### src/rtl/imem_loader_if.sv
// Byte-stream and imem write-port bundle for the instruction-memory loader.
// slave: the loader side (consumes the stream, drives the imem write port).
// master: the stream source / imem side.
interface imem_loader_if #(
   parameter int ADDR_WIDTH = 10
);
   logic                  in_valid;
   logic [7:0]            in_data;
   logic                  in_ready;
   logic                  mem_we;
   logic [ADDR_WIDTH-1:0] mem_addr;
   logic [7:0]            mem_wdata;

   modport slave (
      input  in_valid,
      input  in_data,
      output in_ready,
      output mem_we,
      output mem_addr,
      output mem_wdata
   );

   modport master (
      output in_valid,
      output in_data,
      input  in_ready,
      input  mem_we,
      input  mem_addr,
      input  mem_wdata
   );
endinterface

### src/rtl/imem_loader.sv
// Boot-time instruction-memory loader.
// Frames a byte stream as a 16-bit big-endian word count followed by
// 4*len data bytes, writes each data byte to imem at its stream offset and
// holds the CPU in reset until the image is complete.
// Optional feature: define IMEM_LOADER_CHECKSUM_EN to require one trailing
// byte equal to the XOR of both header bytes and all data bytes.
//
// state  | meaning
// -------+-------------------------------------------------------------
// LEN_HI | waiting for length high byte
// LEN_LO | waiting for length low byte; decides DATA / DONE / ERR
// DATA   | writing data bytes, one imem write per accepted byte
// CSUM   | waiting for checksum byte (checksum build only)
// DONE   | image loaded, CPU released
// ERR    | length or checksum error, CPU held
module imem_loader #(
   parameter int ADDR_WIDTH = 10
) (
   input  logic         clk,
   input  logic         reset_n,
   imem_loader_if.slave bus,
   input  logic         reload,
   output logic         cpu_hold,
   output logic         done,
   output logic         error
);

   typedef enum logic [2:0] {
      LEN_HI = 3'd0,
      LEN_LO = 3'd1,
      DATA   = 3'd2,
      CSUM   = 3'd3,
      DONE   = 3'd4,
      ERR    = 3'd5
   } state_t;

   // Largest legal word count: the image fills imem exactly.
   localparam logic [16:0]         MAX_WORDS = 17'(1) << (ADDR_WIDTH - 2);
   localparam logic [ADDR_WIDTH:0] CNT_ONE   = (ADDR_WIDTH + 1)'(1);

   state_t state;
   state_t state_nxt;

   logic [7:0]            len_hi;
   logic [ADDR_WIDTH:0]   byte_cnt;
   logic [ADDR_WIDTH:0]   last_byte;
   logic [16:0]           len_full;
   logic                  len_zero;
   logic                  len_big;
   logic [ADDR_WIDTH:0]   total_bytes;
   logic                  ready_st;
   logic                  accept;
   logic                  last_data;
`ifdef IMEM_LOADER_CHECKSUM_EN
   logic [7:0]            csum;
`endif

   // Length decode happens on the LEN_LO transfer, so it uses the live byte.
   assign len_full    = {1'b0, len_hi, bus.in_data};
   assign len_zero    = (len_full == 17'd0);
   assign len_big     = (len_full > MAX_WORDS);
   // Only meaningful when len is in range, where it fits ADDR_WIDTH-1 bits.
   assign total_bytes = {len_full[ADDR_WIDTH-2:0], 2'b00};

   // ready is held low while reset is asserted so nothing looks acceptable.
   assign bus.in_ready = ready_st & reset_n;
   assign accept       = bus.in_valid & ready_st;
   assign last_data    = (byte_cnt == last_byte);

   // State register.
   always_ff @(posedge clk or negedge reset_n) begin
      if (!reset_n) state <= LEN_HI;
      else          state <= state_nxt;
   end

   // Next-state decode and state-derived outputs.
   always_comb begin
      state_nxt = state;
      ready_st  = 1'b0;
      cpu_hold  = 1'b1;
      done      = 1'b0;
      error     = 1'b0;
      case (state)
         LEN_HI: begin
            ready_st = 1'b1;
            if (accept) state_nxt = LEN_LO;
         end
         LEN_LO: begin
            ready_st = 1'b1;
            if (accept) begin
               if (len_zero) begin
`ifdef IMEM_LOADER_CHECKSUM_EN
                  state_nxt = CSUM;
`else
                  state_nxt = DONE;
`endif
               end else if (len_big) begin
                  state_nxt = ERR;
               end else begin
                  state_nxt = DATA;
               end
            end
         end
         DATA: begin
            ready_st = 1'b1;
            if (accept && last_data) begin
`ifdef IMEM_LOADER_CHECKSUM_EN
               state_nxt = CSUM;
`else
               state_nxt = DONE;
`endif
            end
         end
         CSUM: begin
`ifdef IMEM_LOADER_CHECKSUM_EN
            ready_st = 1'b1;
            if (accept) state_nxt = (bus.in_data == csum) ? DONE : ERR;
`else
            state_nxt = ERR;
`endif
         end
         DONE: begin
            cpu_hold = 1'b0;
            done     = 1'b1;
            if (reload) state_nxt = LEN_HI;
         end
         ERR: begin
            error = 1'b1;
            if (reload) state_nxt = LEN_HI;
         end
         default: state_nxt = LEN_HI;
      endcase
   end

   // Header capture, byte counting and the registered imem write port.
   always_ff @(posedge clk or negedge reset_n) begin
      if (!reset_n) begin
         len_hi        <= '0;
         byte_cnt      <= '0;
         last_byte     <= '0;
         bus.mem_we    <= 1'b0;
         bus.mem_addr  <= '0;
         bus.mem_wdata <= '0;
`ifdef IMEM_LOADER_CHECKSUM_EN
         csum          <= '0;
`endif
      end else begin
         bus.mem_we <= 1'b0;
         case (state)
            LEN_HI: begin
               if (accept) begin
                  len_hi <= bus.in_data;
`ifdef IMEM_LOADER_CHECKSUM_EN
                  csum   <= bus.in_data;
`endif
               end
            end
            LEN_LO: begin
               if (accept) begin
                  byte_cnt  <= '0;
                  last_byte <= total_bytes - CNT_ONE;
`ifdef IMEM_LOADER_CHECKSUM_EN
                  csum      <= csum ^ bus.in_data;
`endif
               end
            end
            DATA: begin
               if (accept) begin
                  bus.mem_we    <= 1'b1;
                  bus.mem_addr  <= byte_cnt[ADDR_WIDTH-1:0];
                  bus.mem_wdata <= bus.in_data;
                  byte_cnt      <= byte_cnt + CNT_ONE;
`ifdef IMEM_LOADER_CHECKSUM_EN
                  csum          <= csum ^ bus.in_data;
`endif
               end
            end
            DONE, ERR: begin
               if (reload) begin
                  len_hi    <= '0;
                  byte_cnt  <= '0;
                  last_byte <= '0;
`ifdef IMEM_LOADER_CHECKSUM_EN
                  csum      <= '0;
`endif
               end
            end
            default: ;
         endcase
      end
   end

endmodule

### src/flat_wrapper.sv
// flat-port wrapper written by rule: the top's interface ports become plain ports
module imem_loader_flat 
#(
   parameter int ADDR_WIDTH = 10
)
  (clk, reset_n, reload, cpu_hold, done, error, bus_in_valid, bus_in_data, bus_in_ready, bus_mem_we, bus_mem_addr, bus_mem_wdata);
  imem_loader_if #(.ADDR_WIDTH(ADDR_WIDTH)) bus_i ();
  input  logic clk;
  input  logic reset_n;
  input  logic reload;
  output logic cpu_hold;
  output logic done;
  output logic error;
  input wire logic [$bits(bus_i.in_valid)-1:0] bus_in_valid;
  input wire logic [$bits(bus_i.in_data)-1:0] bus_in_data;
  output wire logic [$bits(bus_i.in_ready)-1:0] bus_in_ready;
  output wire logic [$bits(bus_i.mem_we)-1:0] bus_mem_we;
  output wire logic [$bits(bus_i.mem_addr)-1:0] bus_mem_addr;
  output wire logic [$bits(bus_i.mem_wdata)-1:0] bus_mem_wdata;
  assign bus_i.in_valid = bus_in_valid;
  assign bus_i.in_data = bus_in_data;
  assign bus_in_ready = bus_i.in_ready;
  assign bus_mem_we = bus_i.mem_we;
  assign bus_mem_addr = bus_i.mem_addr;
  assign bus_mem_wdata = bus_i.mem_wdata;
  imem_loader #(.ADDR_WIDTH(ADDR_WIDTH)) u_core (.clk(clk), .reset_n(reset_n), .bus(bus_i), .reload(reload), .cpu_hold(cpu_hold), .done(done), .error(error));
endmodule
### config.mk
export PLATFORM = sky130hd
export DESIGN_NAME = imem_loader_flat
export DESIGN_NICKNAME = d
export VERILOG_FILES = /design/src/rtl/imem_loader_if.sv /design/src/rtl/imem_loader.sv /design/src/flat_wrapper.sv
export SDC_FILE = /design/constraint.sdc
export NUM_CORES = 1
export LEC_CHECK = 0
export CORE_ASPECT_RATIO = 1.25
export CORE_MARGIN = 2
export CORE_UTILIZATION = 25
export CTS_CLUSTER_DIAMETER = 120
export CTS_CLUSTER_SIZE = 12
export DETAILED_ROUTE_END_ITERATION = 8
export HOLD_SLACK_MARGIN = 0.08
export PLACE_DENSITY = 0.48
export SLEW_MARGIN = 20
export SYNTH_ARGS = -nofsm -noshare
export SYNTH_HDL_FRONTEND = slang
export SYNTH_SLANG_ARGS = --single-unit
### constraint.sdc
create_clock -name clk -period 3.4 [get_ports clk]
set_input_delay 0.51 -clock clk [delete_from_list [all_inputs] [get_ports clk]]
set_output_delay 0.51 -clock clk [all_outputs]
set_load 0.05 [all_outputs]
==> impl_results.md, run 1 <==
* Mean post-synth cell area at 9.113 um^2
* WL per Instance at 14.02 um
* Row Count at 40
* Register area share after synthesis at 52.25%
* Outcome: completed
* Predominant post-synthesis flop cell: dfrtp_1
* Worst-Skew Late Latency at 0.29 ns
* Critical Path Fanout Max at 13
* Setup slack, reg-to-reg at 1.25 ns
* Final Hold Vio Count at 0
* Pins Over Slew Limit at 0
* Clock Tree Root: clkbuf_16
* Chip Width at 92.41 um
* Cell at the slowest stage of the critical path: clkdlybuf4s50_1
* Setup ws final at 0.6509 ns
* EDFF count, synth at 0
* Fin Clk Skew at 0.004637 ns
* First-pass GRT wire length at 9.901 mm
* Largest net degree at the start of global routing at 52
* Core Region at 0.009559 mm^2
* PortBufs at 34
* Worst R2R Start: u_core.state[2]
* RSZ-0062 raised after global routing: false
* Vias per cell at 4.393
* Setup crit end kind: output pin
* Fraction of registers with async set/reset at 100.0%
* GRT Util Overall at 12.04%
* Yosys top cell by area: dfrtp_1
* Setup TNS at 0 ns
* Hold Worst Slack at 0.4231 ns
* Layout cells sized above 1 at 6.312%
* Post-route ant nets at 0
* PwrDens at 697.0 mW/mm^2
* Fin area at 0.003044 mm^2
* Placed cell area at 0.002888 mm^2
* Worst endpoint required time at 2.89 ns
* Reg2reg path depth at 8
* Initial antenna violation count at 0
* Die outline area at 0.01058 mm^2
* Cell breakdown of the critical path: nand2b_1 -> nor2_1 -> inv_1 -> clkdlybuf4s50_1
* H-tree level count at 2
* Setup CP Type: reg2out
* Synthesized flop and latch total at 51
* Number of iterations in the first detailed-routing pass at 4
* FMAX at 363.7 MHz
* Vias after detailed routing at 1,876
* Leak at 0.001367 uW
* Clk buf depth at 2
* Most area-consuming cells after synthesis: dfrtp_1 52%, nand2_1 13%, xnor2_1 6.1%
* Hold WC Path Type: in2async
* Synthesized instance count at 268
* Tmin final at 2.749 ns
* Startpoint types: flip-flop
* DRC errors left at 0
* Nets at 315
* Chip height at 114.5 um
* Clk pin slew, worst setup/hold paths at 0.07 ns
* Cell area after synthesis at 0.002442 mm^2
* Vias in the first global route at 1,884
* Routability congestion estimate at 0.7940
* Starting Density at 25.55%
* Relative slew margins at 55.16%
* Ant. Diodes at 0
* CP peak stage delay at 0.79 ns
* Count of max-cap constraint violations at 0
* Synthesis Warnings at 0
* Final setup violation count at 0
* Setup Buffers After CTS at 0
* Share of the synthesized area in the top cell type at 52.25%
* Final wirelength at 5.986 mm
* Post-Place Setup Slack at 0.7912 ns
* Cts repair resizes at 0
* Core Util, Final at 31.85%
* Initial DRC count at 133
* R2r endpoint: u_core.byte_cnt[5]
* Final worst path period share at 80.86%
* CTS tree: done
* CTS Sinks at 51
* Worst-Margin Slew at 0.6727 ns
* Unique masters post-synth at 38
* VDD IR-drop max at 262.6 uV
* Num CTS Buffers at 5
* Post-DP HPWL at 4.310 mm
* # IOs at 35
* # hold bufs at CTS at 0
* Global route overflow at 0
* Area Overhead vs Synth at 24.64%
* CP Data Arrival Time at 2.24 ns
* Syn nets at 283
power breakdown:
group	switching (uW)	leakage, uW	internal, uW	total, uW
clock	219	0.0000772	314	533
combinational	453	0.000610	265	718
sequential	119	0.000680	751	870
total	791	0.00137	1330	2120
state kept, by name, indices dropped and copies added (netlist names):
signal / count
u_core.bus.mem_addr: 10
u_core.bus.mem_wdata: 8
u_core.bus.mem_we: 1
u_core.byte_cnt: 11
u_core.last_byte: 10
u_core.len_hi: 8
u_core.state: 3
per-stage QoR:
step                power [uW]  std cells
global route              2257        427
floorplan                 1386        268
global placement          1606        419
detailed placement        1610        419
finish                    2122        427
CTS                       2147        427
layer usage:
layer	routed length, um	share of wire, %	global-route usage (%)	up-vias
met2	2976	50	20.73	34
met4	70	1.2	3.284	0
met5	0	0	0	-
li1	-	-	-	947
met3	201	3.4	2.567	7
met1	2739	46	15.26	888
worst max-delay path, delay by kind of cell (launching register included):
family	cells	cell delay (ns)
buf+inv	2	0.85
simple gates	2	0.52
flops	1	0.58
cell usage after synthesis (all sizes together), types with 2 or more instances:
library cell   n
o21ai         22
nand2         86
a31o           2
buf            5
nor3           3
a21o           2
nand2b         2
dfrtp         51
inv            6
nand3         11
nor4           3
nand4          5
or4            2
ha             3
xor2           7
xnor2         17
nor2          17
clkbuf         6
a21oi          4
and3           3
final cells by class:
type | instances | area, um^2
Timing Repair Buffer | 37 | 357.8
Multi-Input combinational cell | 199 | 1074
Fill cell | 999 | 6515
Inverter | 6 | 22.52
Clock buffer | 8 | 156.4
Sequential cell | 51 | 1276
Tap cell | 126 | 157.7
kinds of logic (layout without fill, tap and decap cells):
group           after synthesis  after routing  synth area share, %
buf+inv                      18             51                3.791
xor+xnor                     24             24                8.606
fa+ha+maj                     3              3                1.537
compound gates               34             34                8.044
flops                        51             51                52.25
simple gates                138            138                25.77
worst max-delay path by stage:
stage / from / end / slack (ns) / depth (start not counted)
final: u_core.state[1] / cpu_hold / 0.65 / 4
after global routing: u_core.state[1] / cpu_hold / 0.48 / 4
after CTS: u_core.state[1] / cpu_hold / 0.62 / 4
after detailed placement: bus_in_valid / u_core.byte_cnt[5] / 0.79 / 8
after global placement: bus_in_valid / u_core.byte_cnt[5] / 0.86 / 8
after floorplan: u_core.state[1] / cpu_hold / 0.67 / 5
cells in the final DEF (no fill, tap or decap), drive strengths merged, types with 2 or more instances in the layout:
cell type	instances
buf	4
inv	6
nor4	3
nand3	11
nor3	3
dfrtp	51
or4	2
nand4	5
a21o	2
a31o	2
o21ai	22
xor2	7
nor2	17
and3	3
a21oi	4
clkbuf	8
nand2	86
nand2b	2
xnor2	17
ha	3
clkdlybuf4s50	33
(Power assumes the default switching activity.)
==> inputs of run 2 (changes only) <==
--- a/config.mk
+++ b/config.mk
@@ -12,7 +12,7 @@
 export CTS_CLUSTER_SIZE = 12
 export DETAILED_ROUTE_END_ITERATION = 8
 export HOLD_SLACK_MARGIN = 0.08
-export PLACE_DENSITY = 0.48
+export PLACE_DENSITY = 0.49
 export SLEW_MARGIN = 20
 export SYNTH_ARGS = -nofsm -noshare
 export SYNTH_HDL_FRONTEND = slang
==> constraint.sdc (replaced) <==
create_clock -name clk -period 2.35 [get_ports clk]
set_input_delay 0.3525 -clock clk [delete_from_list [all_inputs] [get_ports clk]]
set_output_delay 0.3525 -clock clk [all_outputs]
set_load 0.05 [all_outputs]
==> impl_results.md, run 2 (synthesized netlist as in run 1, its figures left out) <==
* Num CTS Buffers at 5
* Pins Over Slew Limit at 0
* Worst-Skew Late Latency at 0.28 ns
* Global route overflow at 0
* Setup CP Type: reg2out
* # hold bufs at CTS at 0
* Final Hold Vio Count at 0
* Layout cells sized above 1 at 10.65%
* Clock Tree Root: clkbuf_16
* Count of max-cap constraint violations at 0
* Core Region at 0.009559 mm^2
* FMAX at 528.6 MHz
* Most common cell after layout, fill and taps aside: nand2_1
* Final wirelength at 6.129 mm
* GRT Util Overall at 12.27%
* Chip Width at 92.41 um
* Hold Worst Slack at 0.2338 ns
* CTS Sinks at 51
* Top Registers: u_core.byte_cnt: 11 flops, u_core.bus.mem_addr: 10 flops, u_core.last_byte: 10 flops
* Max reg flops at 11
* Startpoint types: flip-flop
* Row Count at 40
* Number of iterations in the first detailed-routing pass at 4
* Comb power frac at 34.4%
* Ant. Diodes at 0
* Clock share of power at 24.8%
* Die outline area at 0.01058 mm^2
* # IOs at 35
* Chip height at 114.5 um
* WL per Instance at 14.06 um
* Switching pwr at 1149 uW
* Area Overhead vs Synth at 27.10%
* Fill cell count at 1,004
* Hold WC Path Type: in2async
* Critical Path Fanout Max at 11
* Worst endpoint required time at 2.00 ns
* Outcome: completed
* Most frequent cells in the layout: 86 x nand2_1, 51 x dfrtp_1, 29 x clkdlybuf4s50_1
* Initial DRC count at 161
* CP peak stage delay at 0.45 ns
* CP Data Arrival Time at 1.54 ns
* Cell at the slowest stage of the critical path: dfrtp_1
* Register with the most flip-flops: u_core.byte_cnt
* Reg area at 0.001276 mm^2
* Tmin final at 1.892 ns
* CTS tree: done
* Relative slew margins at 56.51%
* RSZ-0062 raised after global routing: false
* Post-route ant nets at 0
* Internal power at 1939 uW
* Vias after detailed routing at 1,930
* Clk pin slew, worst setup/hold paths at 0.07 ns
* Setup Buffers After CTS at 0
* Setup crit end kind: output pin
* Setup TNS at 0 ns
* CP delay by family, top: simple AND/OR/NAND/NOR gates
* First-pass GRT wire length at 10.32 mm
* Multi-input combinational cell area at 0.001076 mm^2
* Post-DP HPWL at 4.392 mm
* Leak at 0.001418 uW
* Worst-Margin Slew at 0.6524 ns
* Cts repair resizes at 0
* Vias in the first global route at 2,033
* Nets at 324
* Starting Density at 25.55%
* Vias per cell at 4.427
* Buf/Inv on CP at 2
* Final setup violation count at 0
* PortBufs at 34
* Routability congestion estimate at 0.7478
* H-tree level count at 2
* Fin Clk Skew at 0.003637 ns
* Switching Fraction at 37.21%
* Sequential Power Share at 40.8%
* Cell breakdown of the critical path: nand2b_1 -> nor2_2 -> inv_1 -> buf_4
* Clk buf depth at 2
* DRC errors left at 0
* PwrDens at 994.8 mW/mm^2
* Largest net degree at the start of global routing at 52
* Initial antenna violation count at 0
* VDD IR-drop max at 462.3 uV
* Final worst path period share at 80.51%
-- run 2: power groups by stage --
stage          clock network [uW]  logic, uW  registers, uW
2_1_floorplan                   0        609           1400
6_report                      767       1060           1260
5_1_grt                       823       1180           1290
3_5_place_dp                    0       1070           1280
3_3_place_gp                    0       1060           1270
4_1_cts                       788       1080           1260
-- run 2: final cells by class --
cell class	instances	share of cell area [%]
Sequential cell	51	41.11
Multi-Input combinational cell	199	34.66
Clock buffer	8	5.038
Inverter	6	0.7255
Timing Repair Buffer	46	13.38
Tap cell	126	5.079
-- run 2: path summary, 6_finish.rpt --
kind,start,end,slack (ns),cells after the start
hold / removal,reset_n,u_core.byte_cnt[2],0.23,2
setup / recovery,u_core.state[1],cpu_hold,0.46,4
setup reg to reg,u_core.state[0],u_core.state[2],0.51,5
min in group clk,u_core.bus.mem_addr[3],u_core.bus.mem_addr[3],0.47,2
max in group asynchronous,reset_n,u_core.state[0],1.68,2
hold reg to reg,u_core.bus.mem_addr[3],u_core.bus.mem_addr[3],0.47,2
-- run 2: routing by layer --
layer / GRT usage [%] / up-vias / part of all wire, %
met5: 0 / - / 0
met4: 3.284 / 0 / 1.2
met3: 2.304 / 6 / 3.8
met2: 21.12 / 41 / 50
met1: 15.79 / 923 / 45
li1: - / 960 / -
-- run 2: worst reg2reg max path, stage by stage, from the launching register on --
cell and delay [ns]:
dfrtp_1 0.49, a21oi_1 0.27, nand4_1 0.10, or4_1 0.59, a21oi_1 0.19, a22o_1 0.15
-- run 2: stage by stage --
step	cells	total power, uW	worst slack (ns)	util [%]	cell area (um^2)
after global placement	428	2334	0.2680	30.84	2948
after CTS	436	3127	0.4460	32.47	3104
after floorplan	268	2008	0.09080	-	2445
after global routing	436	3288	0.3565	32.47	3104
final	436	3088	0.4581	32.47	3104
after detailed placement	428	2348	0.2576	30.84	2948
